File: config.mk
export PLATFORM = sky130hd
export DESIGN_NAME = tblink_rpc_ep_mc
export DESIGN_NICKNAME = d
export VERILOG_FILES = /design/src/rtl/tblink_rpc_ep_mc.sv
export SDC_FILE = /design/constraint.sdc
export NUM_CORES = 1
export LEC_CHECK = 0
export ABC_CLOCK_PERIOD_IN_PS = 1900
export CORE_MARGIN = 2
export CORE_UTILIZATION = 30
export DETAILED_ROUTE_END_ITERATION = 16
export DONT_BUFFER_PORTS = 1
export HOLD_SLACK_MARGIN = 0.08
export PLACE_DENSITY_LB_ADDON = 0.25
export SYNTH_ARGS = -nofsm -noshare
export SYNTH_HDL_FRONTEND = slang
export SYNTH_SLANG_ARGS = --single-unit
File: constraint.sdc
create_clock -name uclock -period 1.9 [get_ports uclock]
set_input_delay 0.38 -clock uclock [delete_from_list [all_inputs] [get_ports uclock]]
set_output_delay 0.38 -clock uclock [all_outputs]
set_load 0.01 [all_outputs]
File: src/rtl/tblink_rpc_ep_mc.sv
// tblink_rpc_ep_mc -- multi-channel ring endpoint for the tblink RPC network.
//
// Packets are framed as DST, LEN, then LEN payload bytes. Ingress bytes addressed
// to a local channel (ADDR..ADDR+NCH-1) go to that channel's tipo lane. All
// other ingress packets are forwarded to the egress port. Egress is shared by
// the forward path (requester 0) and the local tipi sources (requester c+1).
// It is arbitrated round-robin one whole packet at a time. Once a path has been
// chosen, data moves combinationally, so each path carries one byte per cycle.
//
// Ports
//   uclock, reset                 clock (rising edge), asynchronous active-low reset
//   neti_dat/valid/ready          network ingress byte stream
//   neto_dat/valid/ready          network egress byte stream
//   tipo_dat/valid/ready          delivery to local channels, byte lane c = channel c
//   tipi_dat/valid/ready          local packet sources, byte lane c = channel c
module tblink_rpc_ep_mc #(
   parameter int ADDR = 1,
   parameter int NCH  = 2
) (
   input  logic               uclock,
   input  logic               reset,
   input  logic [7:0]         neti_dat,
   input  logic               neti_valid,
   output logic               neti_ready,
   output logic [7:0]         neto_dat,
   output logic               neto_valid,
   input  logic               neto_ready,
   output logic [NCH*8-1:0]   tipo_dat,
   output logic [NCH-1:0]     tipo_valid,
   input  logic [NCH-1:0]     tipo_ready,
   input  logic [NCH*8-1:0]   tipi_dat,
   input  logic [NCH-1:0]     tipi_valid,
   output logic [NCH-1:0]     tipi_ready
);

   localparam int IW = $clog2(NCH + 1);
   localparam int LW = (NCH > 1) ? $clog2(NCH) : 1;

   typedef enum logic [1:0] {I_DST, I_ROUTE, I_LEN, I_PAY} ist_t;
   typedef enum logic [1:0] {E_IDLE, E_DST, E_LEN, E_PAY} est_t;

   logic [NCH-1:0][7:0] tipi_b;
   assign tipi_b = tipi_dat;

   // ---------------- ingress ----------------
   ist_t            ist, ist_nxt;
   logic [7:0]      dst_r, icnt;
   logic            is_loc;
   logic [LW-1:0]   lane_r;
   logic            dst_loc;
   logic [LW-1:0]   dst_lane;
   logic            neti_xfer;
   logic            fwd_req, fwd_valid, fwd_ready;
   logic [7:0]      fwd_dat;
   logic            lo_valid;
   logic [7:0]      lo_dat;

   // Decode the incoming DST byte. The result is registered together with the
   // byte, so the route decision stays fixed for the rest of the packet.
   always_comb begin
      dst_loc  = (int'(neti_dat) >= ADDR) && (int'(neti_dat) < ADDR + NCH);
      dst_lane = LW'(int'(neti_dat) - ADDR);
   end

   assign neti_xfer = neti_valid && neti_ready;

   always_ff @(posedge uclock or negedge reset) begin
      if (!reset) begin
         ist    <= I_DST;
         dst_r  <= '0;
         icnt   <= '0;
         is_loc <= 1'b0;
         lane_r <= '0;
      end else begin
         ist <= ist_nxt;
         if (ist == I_DST && neti_xfer) begin
            dst_r  <= neti_dat;
            is_loc <= dst_loc;
            lane_r <= dst_lane;
         end
         if (ist == I_LEN && neti_xfer)
            icnt <= neti_dat;
         else if (ist == I_PAY && neti_xfer)
            icnt <= icnt - 8'd1;
      end
   end

   always_comb begin
      ist_nxt    = ist;
      neti_ready = 1'b0;
      fwd_req    = 1'b0;
      fwd_valid  = 1'b0;
      fwd_dat    = '0;
      lo_valid   = 1'b0;
      lo_dat     = '0;
      case (ist)
         I_DST: begin
            // Gating with reset keeps ready low while reset is held, and lets
            // it rise as soon as reset is released.
            neti_ready = reset;
            if (neti_valid && reset) ist_nxt = I_ROUTE;
         end
         I_ROUTE: begin
            // The captured DST is replayed toward the chosen target while
            // neti is held off.
            if (is_loc) begin
               lo_valid = 1'b1;
               lo_dat   = dst_r;
               if (tipo_ready[lane_r]) ist_nxt = I_LEN;
            end else begin
               fwd_req   = 1'b1;
               fwd_valid = 1'b1;
               fwd_dat   = dst_r;
               if (fwd_ready) ist_nxt = I_LEN;
            end
         end
         I_LEN, I_PAY: begin
            neti_ready = is_loc ? tipo_ready[lane_r] : fwd_ready;
            if (is_loc) begin
               lo_valid = neti_valid;
               lo_dat   = neti_dat;
            end else begin
               fwd_valid = neti_valid;
               fwd_dat   = neti_dat;
            end
            if (neti_xfer) begin
               if (ist == I_LEN)
                  ist_nxt = (neti_dat == 8'd0) ? I_DST : I_PAY;
               else if (icnt == 8'd1)
                  ist_nxt = I_DST;
            end
         end
      endcase
   end

   // ---------------- egress ----------------
   est_t            est, est_nxt;
   logic [IW-1:0]   gnt;        // current grant, and also the round-robin pointer
   logic [7:0]      ecnt;
   logic [NCH:0]    req;
   logic            arb_hit;
   logic [IW-1:0]   arb_idx;
   logic            src_valid;
   logic [7:0]      src_dat;
   logic            neto_xfer;
   logic            e_busy;

   assign req[0] = fwd_req;
   assign e_busy = (est != E_IDLE);

   // Search starts at the index just after the last grant.
   always_comb begin
      int k;
      k       = 0;
      arb_hit = 1'b0;
      arb_idx = '0;
      for (int i = 1; i <= NCH + 1; i++) begin
         k = (int'(gnt) + i) % (NCH + 1);
         if (!arb_hit && req[k]) begin
            arb_hit = 1'b1;
            arb_idx = IW'(k);
         end
      end
   end

   always_comb begin
      src_valid = 1'b0;
      src_dat   = '0;
      if (gnt == '0) begin
         src_valid = fwd_valid;
         src_dat   = fwd_dat;
      end else begin
         for (int c = 0; c < NCH; c++) begin
            if (int'(gnt) == c + 1) begin
               src_valid = tipi_valid[c];
               src_dat   = tipi_b[c];
            end
         end
      end
   end

   assign neto_valid = e_busy && src_valid;
   assign neto_dat   = neto_valid ? src_dat : 8'h00;
   assign neto_xfer  = neto_valid && neto_ready;
   assign fwd_ready  = e_busy && (gnt == '0) && neto_ready;

   always_ff @(posedge uclock or negedge reset) begin
      if (!reset) begin
         est  <= E_IDLE;
         gnt  <= '0;
         ecnt <= '0;
      end else begin
         est <= est_nxt;
         if (est == E_IDLE && arb_hit) gnt <= arb_idx;
         if (est == E_LEN && neto_xfer)
            ecnt <= neto_dat;
         else if (est == E_PAY && neto_xfer)
            ecnt <= ecnt - 8'd1;
      end
   end

   // Egress parses the packet's own LEN byte, so the grant is released
   // exactly at the packet boundary.
   always_comb begin
      est_nxt = est;
      case (est)
         E_IDLE: if (arb_hit) est_nxt = E_DST;
         E_DST:  if (neto_xfer) est_nxt = E_LEN;
         E_LEN:  if (neto_xfer) est_nxt = (neto_dat == 8'd0) ? E_IDLE : E_PAY;
         E_PAY:  if (neto_xfer && ecnt == 8'd1) est_nxt = E_IDLE;
      endcase
   end

   // ---------------- per-channel lanes ----------------
   for (genvar c = 0; c < NCH; c++) begin : g_lane
      assign tipo_valid[c]       = lo_valid && (int'(lane_r) == c);
      assign tipo_dat[c*8 +: 8]  = tipo_valid[c] ? lo_dat : 8'h00;
      assign tipi_ready[c]       = e_busy && (int'(gnt) == c + 1) && neto_ready;
      assign req[c+1]            = tipi_valid[c];
   end

endmodule

* Word level (Yosys, flattened, before mapping)
Index checks and enable logic that the tools add are counted.
Cells by class: eq/ne operators 19, reductions and logical operators 35, bitwise gates (word level) 1, add/sub/neg operators 6, multiplexer cells 60, divide/modulo/power cells 3, magnitude comparators 6
Operator list (number):
- $mux 8 | 14
- $lt 32x4->1 const B | 3
- $mod 32x3->32 const B | 3
- $mux 2 | 16
- $pmux 8 s2 | 2
- $logic_and 1x1->1 | 22
- $mux 1 | 20
- $eq 8x1->1 const B | 2
- $logic_not 8->1 | 2
- $sub 8x1->8 const B | 2
- $eq 2x2->1 const B | 6
- $ne 3x3->1 const B | 3
- $ge 8x1->1 const B | 1
- $lt 8x2->1 const B | 1
- $ne 2x2->1 const B | 4
- $pmux 2 s4 | 1
- $add 2x2->3 const B | 2
- $bmux 1 s2 | 3
- $logic_not 2->1 | 3
- $pmux 1 s2 | 3
- $pmux 2 s3 | 1
- $reduce_bool 2->1 | 3
- $reduce_and 5->1 | 1
- $eq 2x1->1 const B | 2
- other kinds (8) | 10
Storage, ports and cells: logic and storage cells 138, output and inout bits 30, register bits after elaboration 32

* Longest topological paths before layout
Gate-level depths: netlist (run 1).
depth in word-level cells 14, mapped depth 12

* Least setup slack after synthesis (run 1)
No wires, ideal clock.
path kind register to register, start point register gnt[0], end point register est[1], library setup time 0.132 ns, clock period less this slack 2.054 ns, arrival time 1.922 ns, cell stages (with the launch flop) 10, slack -0.154 ns, path through dfrtp_1 > inv_1 > ha_1 > buf_6 > nor2b_4 > a32oi_1 > nand4_1 > a311o_1 > o41ai_2 > mux2i_1
Between the ends: word-level cells in the longest chain between the ends 14, elaborated cells on any way between the ends 44, classes of those cells 3 x add/sub; 3 x div; 6 x eq/ne; 22 x mux; 10 x reduce/logical
RTL lines:
- start: declaration | line 138 | logic [IW-1:0] gnt;
- start signal: assignment | line 194 | if (est == E_IDLE && arb_hit) gnt <= arb_idx;
- $add 2x1->3 | line 158 | k = (int'(gnt) + i) % (NCH + 1);
- $mod 32x3->32 | line 158
- $bmux 1 s2 | line 159 | if (!arb_hit && req[k]) begin
- $mux 1 (implied by the code) (2 in series) | line 159
- $mux 1 | line 159
- $logic_not 1->1 | line 159
- $logic_and 1x1->1 | line 159
- $mux 1 | line 159
- $logic_not 1->1 | line 159
- $logic_and 1x1->1 | line 159
- $mux 1 | line 159
- $ne 2x2->1 (no source line)
- $reduce_and 4->1 (no source line)
- end signal: assignment | line 193 | est <= est_nxt;
- end: declaration | line 137 | est_t est, est_nxt;
Parallel ways exist; a longest one is shown, timed or not. The select of a mux whose other input is x is not followed. A chain may end at the register's enable or synchronous reset.

* Worst setup path after layout (run 1)
start point register gnt[0], end point output neto_dat[0]
Between the ends: word-level cells in the longest chain between the ends 6, elaborated cells on any way between the ends 11, classes of those cells 2 x eq/ne; 7 x mux; 2 x reduce/logical
RTL lines:
- $eq 2x2->1 | line 174 | if (int'(gnt) == c + 1) begin
- $mux 1 (2 in series) | line 174
- $mux 1 | line 169 | if (gnt == '0) begin
- $logic_and 1x1->1 | line 182 | assign neto_valid = e_busy && src_valid;
- $mux 8 * | line 183 | assign neto_dat = neto_valid ? src_dat : 8'h00;
- end: declaration | line 25 | output logic [7:0] neto_dat,
Mark *: on every way between the ends. The rest lies on a longest branch, timed or not.

==> results.toml, run 1 <==
[status]
status = "finished, violations left"
violations = "negative setup slack"

[worst_setup_path]
cp_slowest_stage_delay_ns = 0.41
path_delay_family = "compound AO/OA/AOI/OAI gates"
rrSetupSlack_ns = -0.17
endpoint_kind = "output port"
critPathMaxFanout = 8
crit_chain = "inv_2, ha_4, buf_6, nand2_2, a21o_1, a21o_4, inv_4, o21a_4"
worstSetupPathType = "flip-flop to output port"
cpMaxStageDelayCell = "dfrtp_1"
crit_buf_inv = 3
crit_required_ns = 1.52
arrival_ns = 1.88
crit_path_start_kind = "flip-flop"

[clock_tree]
clock-root-buffer = "clkbuf_8"
numClockSinks = 32
htreeDepth = 2
cts_tree = "done"
path_clk_slew_ns = 0.07
cts_buffer_depth = 2
clk_latency_ns = 0.29
cts_buffers = 5

[grt]
grt.overflow.total = 0
grt_pass1_vias = 2534
grt_pass1_wl_um = 13200
grt.met2_usage = 0.298
grt.busiest_layer = "met2"
track_usage = 0.191
grt_max_degree = 33
antenna_found_initial = 0
met1_usage = 0.266
use_met3 = 0.0439

[timing]
maxSlewHeadroom = 0.666
period_share = 1.19
worstMarginPinSlew_ns = 0.497
fin_ws_ns = -0.362
setup_viol = 39
min_period_ns = 2.26
finalHoldViolations = 0
finalClockSkew_ns = 0.00500
rsz0062_at_grt = "true"
fmax_mhz = 442
setup_tns_ns = -5.88
maxSlewViolCount = 0

[die]
die-width_um = 94.4
boundaryPins = 62
coreArea_um2 = 7810
die_h_um = 94.4
rows = 32
start_util = 0.314
die_area_um2 = 8900

[synth]
yosysMostFrequentCell = "nand2_1"
ys_seq_area_frac = 0.327
async_flop_share = 1.00
synth_top_area_frac = 0.327
synthFlopType = "dfrtp_1"
syn_avg_cell_area_um2 = 7.70
synth_area_um2 = 2450
synthCells = 318
synth_fp_nets = 359
synthTopCellsByArea = "dfrtp_1 33%, nand2_1 8.0%, nor2_1 6.3%"
ys_ff_latch = 32
yosysUniqueCellTypes = 53
synth_edf_count = 0
ys_warn_count = 0
synth_area_leader_cell = "dfrtp_1"
yosys-top-cells-count = "52 x nand2_1, 41 x nor2_1, 32 x dfrtp_1"

[routing]
wl_per_cell_um = 17.4
drt_wl_total_um = 8610
routed_via_density = 5.38
drt_iter0_markers = 123
drcViolationCount = 0
drt_pass1_iterations = 4
via_count = 2665
ant_nets = 0

[power]
powerDensity_nw_per_um2 = 1770
max-vdd-ir-drop_v = 0.000784
power.total_uw = 6660
p_leak_uw = 0.00157

[placement]
dp_slack_ns = -0.209
gp_congestion = 0.825
port-buffer-count = 0
hpwlAfterDp_um = 5980

[final_layout]
drive_gt1_frac = 0.425
area_growth_pct = 53.4
num_antenna_cells = 0
nNetsFinal = 433

[job]
drv_cap = 0

[min_path]
hold_path.class = "input port to flip-flop"
registers in the layout (all words and copies together) (netlist names):
register	count
lane_r	1
icnt	8
ecnt	8
est	2
is_loc	1
ist	2
gnt	2
dst_r	8
per-stage QoR:
| stage | utilization | hold slack [ns] | cells | area, um^2 |
|---|---|---|---|---|
| floorplan | - | 0.0844 | 318 | 2480 |
| global placement | 0.377 | 0.0853 | 463 | 2940 |
| detailed placement | 0.377 | 0.0852 | 463 | 2940 |
| CTS | 0.450 | 0.191 | 487 | 3510 |
| global route | 0.481 | 0.182 | 495 | 3760 |
| finish | 0.481 | 0.197 | 495 | 3760 |
what timing repair did:
item,in CTS,in global routing
setup buffers,14,8
endpoints found under the setup margin,46,46
endpoints found under the hold margin,32,0
pin swaps,12,15
cloned,1,1
hold buffers,2,0
gates resized for setup,81,44
worst register-to-register path, stage by stage, from the launching register on:
cell     delay (ns)
dfrtp_1        0.41
buf_4          0.15
ha_4           0.18
buf_6          0.13
a32oi_2        0.22
buf_4          0.14
nand4_1        0.10
a311o_1        0.32
o41ai_2        0.21
mux2i_1        0.10
layout make-up:
type                    instances  area, um^2
fillers                       755        4050
repair buffers                 81         711
clock inverters                 1        30.0
flip-flops and latches         32         802
clock buffers                   7        96.3
multi-input cells             257        1930
inverters                      15        61.3
well taps                     102         128
cell families after synthesis:
kind of cell,Yosys count,synth area share
fa+ha+maj,9,0.0460
simple gates,147,0.279
xor+xnor,1,0.00358
compound gates,92,0.253
flops,32,0.327
mux,8,0.0342
buf+inv,29,0.0577
worst paths after layout:
check	start	end	cells after the start
max	gnt[0]	neto_dat[0]	8
min	neti_dat[6]	dst_r[6]	2
max reg2reg	gnt[0]	est[1]	9
min reg2reg	dst_r[1]	dst_r[1]	2
max in group asynchronous	reset	ist[1]	2
min in group asynchronous	reset	icnt[5]	2
layer usage:
layer	up-vias	wire, um
met5	-	0
met4	0	82
met3	6	423
met2	62	4080
met1	1305	4020
li1	1292	-
power by group:
group	switching [uW]	internal, uW
combinational	2370	2220
clock	275	463
sequential	339	989
layout by cell type (no fill, tap or decap), types with 3 or more instances in the layout:
| cell type | synthesis | routed |
|---|---|---|
| buf_4 | 3 | 58 |
| nand2_1 | 52 | 47 |
| dfrtp_1 | 32 | 31 |
| buf_6 | 2 | 20 |
| nor2_1 | 41 | 18 |
| nor2_4 | 0 | 17 |
| nand3_1 | 15 | 14 |
| a21oi_1 | 16 | 14 |
| o21ai_0 | 12 | 10 |
| o22ai_1 | 13 | 10 |
| inv_1 | 13 | 9 |
| nor3_1 | 10 | 9 |
| o21ai_1 | 8 | 8 |
| nor2_2 | 1 | 7 |
| clkbuf_8 | 0 | 7 |
| ha_1 | 9 | 6 |
| a22oi_1 | 9 | 5 |
| mux2i_1 | 5 | 5 |
| inv_2 | 2 | 4 |
| nand2_2 | 0 | 4 |
| a22oi_2 | 0 | 4 |
| a32oi_2 | 0 | 4 |
| o21a_1 | 6 | 4 |
| nor3b_1 | 4 | 4 |
| o211ai_1 | 4 | 4 |
| nand3b_1 | 3 | 3 |
| a21o_1 | 4 | 3 |
| nor2b_4 | 1 | 3 |
| and3_1 | 6 | 3 |
| o22ai_2 | 1 | 3 |
| and3_4 | 0 | 3 |
| ha_4 | 0 | 3 |
Note: power is estimated with default switching activity, not from simulation.
==> run 2: changes to the inputs <==
Settings changed: SKIP_LAST_GASP set to 1.
==> run 2 against run 1 <==
Effect of this change: the run still ends with negative setup slack left; non-clock buffer count is 2 lower; cell area is 1.2% lower; wire length is 2.2% lower; power is 1.2% lower; maximum frequency is 1.0% higher; sequential power hardly changed; clock skew is 0.0010 ns higher; largest cell class unchanged; highest routed layer unchanged.
==> results.toml, run 2 (synthesized netlist as in run 1, its figures left out) <==
[final_layout]
final_common_cell = "buf_4"
fin_util = 0.476
area_growth_pct = 51.6
num_antenna_cells = 0
layout_common_cells = "60 x buf_4, 47 x nand2_1, 31 x dfrtp_1, 18 x nor2_1, 17 x nor2_4"
drive_gt1_frac = 0.417
top_regs = "dst_r: 8 flops, ecnt: 8 flops, icnt: 8 flops"
nNetsFinal = 431

[power]
powerDensity_nw_per_um2 = 1770
p_leak_uw = 0.00157
max-vdd-ir-drop_v = 0.000769
power.total_uw = 6580

[routing]
ant_nets = 0
drt_wl_total_um = 8420
via_count = 2653
drcViolationCount = 0
drt_iter0_markers = 96
routed_via_density = 5.38
wl_per_cell_um = 17.1
drt_pass1_iterations = 5

[clock_tree]
path_clk_slew_ns = 0.07
clk_latency_ns = 0.29
clock-root-buffer = "clkbuf_8"
cts_tree = "done"
htreeDepth = 2
cts_buffer_depth = 2
numClockSinks = 32
cts_buffers = 5

[die]
die-width_um = 94.4
coreArea_um2 = 7810
die_area_um2 = 8900
die_h_um = 94.4
start_util = 0.314
boundaryPins = 62
rows = 32

[job]
drv_cap = 0

[timing]
fmax_mhz = 447
min_period_ns = 2.24
rsz0062_at_grt = "true"
maxSlewViolCount = 0
finalClockSkew_ns = 0.00600
fin_ws_ns = -0.338
worstMarginPinSlew_ns = 0.484
period_share = 1.18
finalHoldViolations = 0
maxSlewHeadroom = 0.675
setup_viol = 39

[worst_setup_path]
cpMaxStageDelayCell = "dfrtp_1"
endpoint_kind = "output port"
crit_chain = "inv_2, ha_4, buf_6, nand2_2, a21o_1, a21o_4, nor2_2, buf_4"
critPathMaxFanout = 8
arrival_ns = 1.86
worstSetupPathType = "flip-flop to output port"
cp_slowest_stage_delay_ns = 0.41
crit_path_start_kind = "flip-flop"
crit_required_ns = 1.52

[status]
status = "finished, violations left"
violations = "negative setup slack"

[grt]
grt.met2_usage = 0.297
grt.busiest_layer = "met2"
antenna_found_initial = 0
grt_pass1_wl_um = 13200
grt.overflow.total = 0
grt_pass1_vias = 2529
track_usage = 0.191
met1_usage = 0.266
grt_max_degree = 33
use_met3 = 0.0439

[placement]
hpwlAfterDp_um = 5980
port-buffer-count = 0
gp_congestion = 0.825

[min_path]
hold_path.class = "input port to flip-flop"
[run 2: critical path: cells and delay by family (launching register included)]
kind	cells	cell delay, ns
AOI/OAI and AO/OA	2	0.45
adders and majority gates	1	0.20
buffers and inverters	3	0.36
DFF	1	0.41
and+or+nand+nor	2	0.16
[run 2: path summary, 6_finish.rpt]
check                              end  slack [ns]        start  cells after the start
hold / removal                dst_r[6]        0.20  neti_dat[6]                      2
setup / recovery           neto_dat[5]       -0.34       gnt[0]                      8
hold reg to reg               dst_r[7]        0.51     dst_r[7]                      2
min in group asynchronous      icnt[5]        0.53        reset                      2
max in group asynchronous       ist[1]        1.17        reset                      2
setup reg to reg               ecnt[4]       -0.18       gnt[0]                     11
[run 2: final cells by class]
type	count	area [um^2]
inverters	15	61.3
clock buffers	7	96.3
well taps	102	128
flip-flops and latches	32	802
repair buffers	79	681
fillers	768	4090
multi-input cells	257	1920
clock inverters	1	30.0
[run 2: stage by stage]
stage               instances  instance area, um^2  setup TNS [ns]  setup slack (ns)  hold slack [ns]
floorplan                 318                 2480         -0.0454           -0.0187           0.0844
global placement          463                 2940           -1.85            -0.130           0.0853
detailed placement        463                 2940           -3.00            -0.209           0.0852
CTS                       487                 3500           -4.31            -0.287            0.191
global route              493                 3710           -8.61            -0.396            0.182
finish                    493                 3710           -5.42            -0.338            0.198
[run 2: routing by layer]
layer	up-vias	routed length (um)	part of all wire
met2	70	3910	0.46
li1	1295	-	-
met1	1278	3930	0.47
met3	10	457	0.054
met4	0	119	0.014
met5	-	0	0
[run 2: what timing repair did]
item,in CTS,in global routing
cloned,1,1
endpoints found under the hold margin,32,0
buffers inserted,14,6
hold buffers,2,0
pin swaps,12,12
endpoints found under the setup margin,46,46
gates resized for setup,77,42
[run 2: power by group]
part	internal, uW	total, uW	switching (uW)
clock	463	741	278
sequential	989	1320	335
combinational	2180	4510	2330
==> RTL edit: new RTL, flow settings as in run 1 <==
Make the reset (`reset`) synchronous in 2 clocked blocks. Comments in the files are not updated.
--- a/src/rtl/tblink_rpc_ep_mc.sv
+++ b/src/rtl/tblink_rpc_ep_mc.sv
@@ -64,7 +64,7 @@
 
    assign neti_xfer = neti_valid && neti_ready;
 
-   always_ff @(posedge uclock or negedge reset) begin
+   always_ff @(posedge uclock) begin
       if (!reset) begin
          ist    <= I_DST;
          dst_r  <= '0;
@@ -184,7 +184,7 @@
    assign neto_xfer  = neto_valid && neto_ready;
    assign fwd_ready  = e_busy && (gnt == '0) && neto_ready;
 
-   always_ff @(posedge uclock or negedge reset) begin
+   always_ff @(posedge uclock) begin
       if (!reset) begin
          est  <= E_IDLE;
          gnt  <= '0;
Formal check against the unedited RTL: differs if reset is asserted again (counterexample within 4 cycles, from zero or initial values and one cycle with reset low); with reset held inactive, the same outputs for 4 cycles.
==> RTL edit against run 1 <==
  * Sequential share of layout area decreased by 2.6 points
  * Final area is 7.1% lower
  * Sequential cell count stayed put
  * Synthesized area up 1.6%
  * Core utilization is 5.2 points lower
  * Wire length grew 0.87%
  * Count of clock-buffer cells in the layout is the same
  * Highest routed layer unchanged
  * Die area up 1.6%
  * Fmax up 2.1%
  * Worst setup slack improved by 47 ps
  * Clock skew rose by 2.9 ps
  * Final cell count up 4.8%
  * The run still ends with setup timing left
Power is not compared: it rests on default switching activity, and its combinational part moved more than twofold at a synthesized area within 25%.
==> RTL edit: results (changes against run 1) <==
\begin{tabular}{lr}
\hline
Metric & Value \\
\hline
\multicolumn{2}{l}{\textbf{Drt}} \\
\quad Initial DRC count & 183 (was 123) \\
\quad Detailed route wirelength on metal3 & 516 um (was 423 um) \\
\multicolumn{2}{l}{\textbf{Timing}} \\
\quad Transition at the pin with the smallest max-transition slack & 419 ps (was 497 ps) \\
\quad Final setup violation count & 20 (was 39) \\
\quad Setup Skew & 7.94 ps (was 5.00 ps) \\
\quad Post-layout worst setup margin & -315 ps (was -362 ps) \\
\quad Final-layout setup total negative slack & -4240 ps (was -5880 ps) \\
\multicolumn{2}{l}{\textbf{Critical path}} \\
\quad CP max FO & 6 (was 8) \\
\quad Endpoint of the worst register-to-register path & ecnt[4]\$\_SDFFE\_PN0P\_ (was est[1]\$\_DFFE\_PN0P\_) \\
\quad Cell count of the worst reg-to-reg path & 10 (was 9) \\
\quad Worst reg2reg setup slack & -250 ps (was -170 ps) \\
\quad Signal arrival time at the worst endpoint & 1830 ps (was 1880 ps) \\
\multicolumn{2}{l}{\textbf{Placement}} \\
\quad Area post-placement & 3070 um2 (was 2940 um2) \\
\multicolumn{2}{l}{\textbf{Min path}} \\
\quad Worst Hold End & lane\_r\$\_SDFFE\_PN0P\_ (was dst\_r[6]\$\_DFFE\_PN0P\_) \\
\quad Hold path startpoint & neti\_dat[0] (was neti\_dat[6]) \\
\quad Hold path depth & 1 (was 2) \\
\multicolumn{2}{l}{\textbf{Logic synthesis}} \\
\quad Synth Net Count & 389 (was 359) \\
\quad Share of flip-flops with an asynchronous set or reset & 0\% (was 100\%) \\
\quad Top flip-flop cell by instance count after synthesis & sky130\_fd\_sc\_hd\_\_dfxtp\_1 (was sky130\_fd\_sc\_hd\_\_dfrtp\_1) \\
\multicolumn{2}{l}{\textbf{GRT}} \\
\quad Global routing met2 resource utilization & 31.3\% (was 29.8\%) \\
\multicolumn{2}{l}{\textbf{Outcome}} \\
\quad Violated checks & setup timing (unchanged) \\
\quad Run status & finished, violations left (unchanged) \\
\multicolumn{2}{l}{\textbf{Final layout}} \\
\quad Non-Clock Buffer Count & 78 (was 81) \\
\quad Multi-input logic cell count & 279 (was 257) \\
\quad Fill cell count & 827 (was 755) \\
\quad Number of inverters outside the clock class in the layout & 17 (was 15) \\
\quad Filler-free cell count of the finished design & 519 (was 495) \\
\quad Clock network contribution to total cell area & 2.69\% (was 3.36\%) \\
\quad Sequential share of cell area & 18.7\% (was 21.3\%) \\
\hline
\end{tabular}
RTL edit: power groups by stage:
stage	sequential, mW	clock (mW)	combinational [mW]
6_report	0.778	0.557	1.59
5_1_grt	0.783	0.611	1.73
4_1_cts	0.759	0.575	1.46
3_5_place_dp	0.770	0	1.38
3_3_place_gp	0.768	0	1.37
2_1_floorplan	0.775	0	0.924
RTL edit: timing repair:
item,in CTS,in global routing
endpoints found under the setup margin,38,31
buffers inserted,13,2
cloned,0,1
resized for setup,33,28
pin swaps,12,9
hold endpoints to repair,0,0
RTL edit: cells by family (layout without fill, tap and decap cells):
group / after synthesis / after routing / synth area share, %
muxes: 5 / 5 / 2.26
adders and majority gates: 9 / 9 / 4.52
buffers and inverters: 37 / 103 / 5.98
DFF: 32 / 32 / 25.7
and+or+nand+nor: 160 / 160 / 33.0
AOI/OAI and AO/OA: 104 / 104 / 28.1
xor gates and xnor gates: 1 / 1 / 0.352
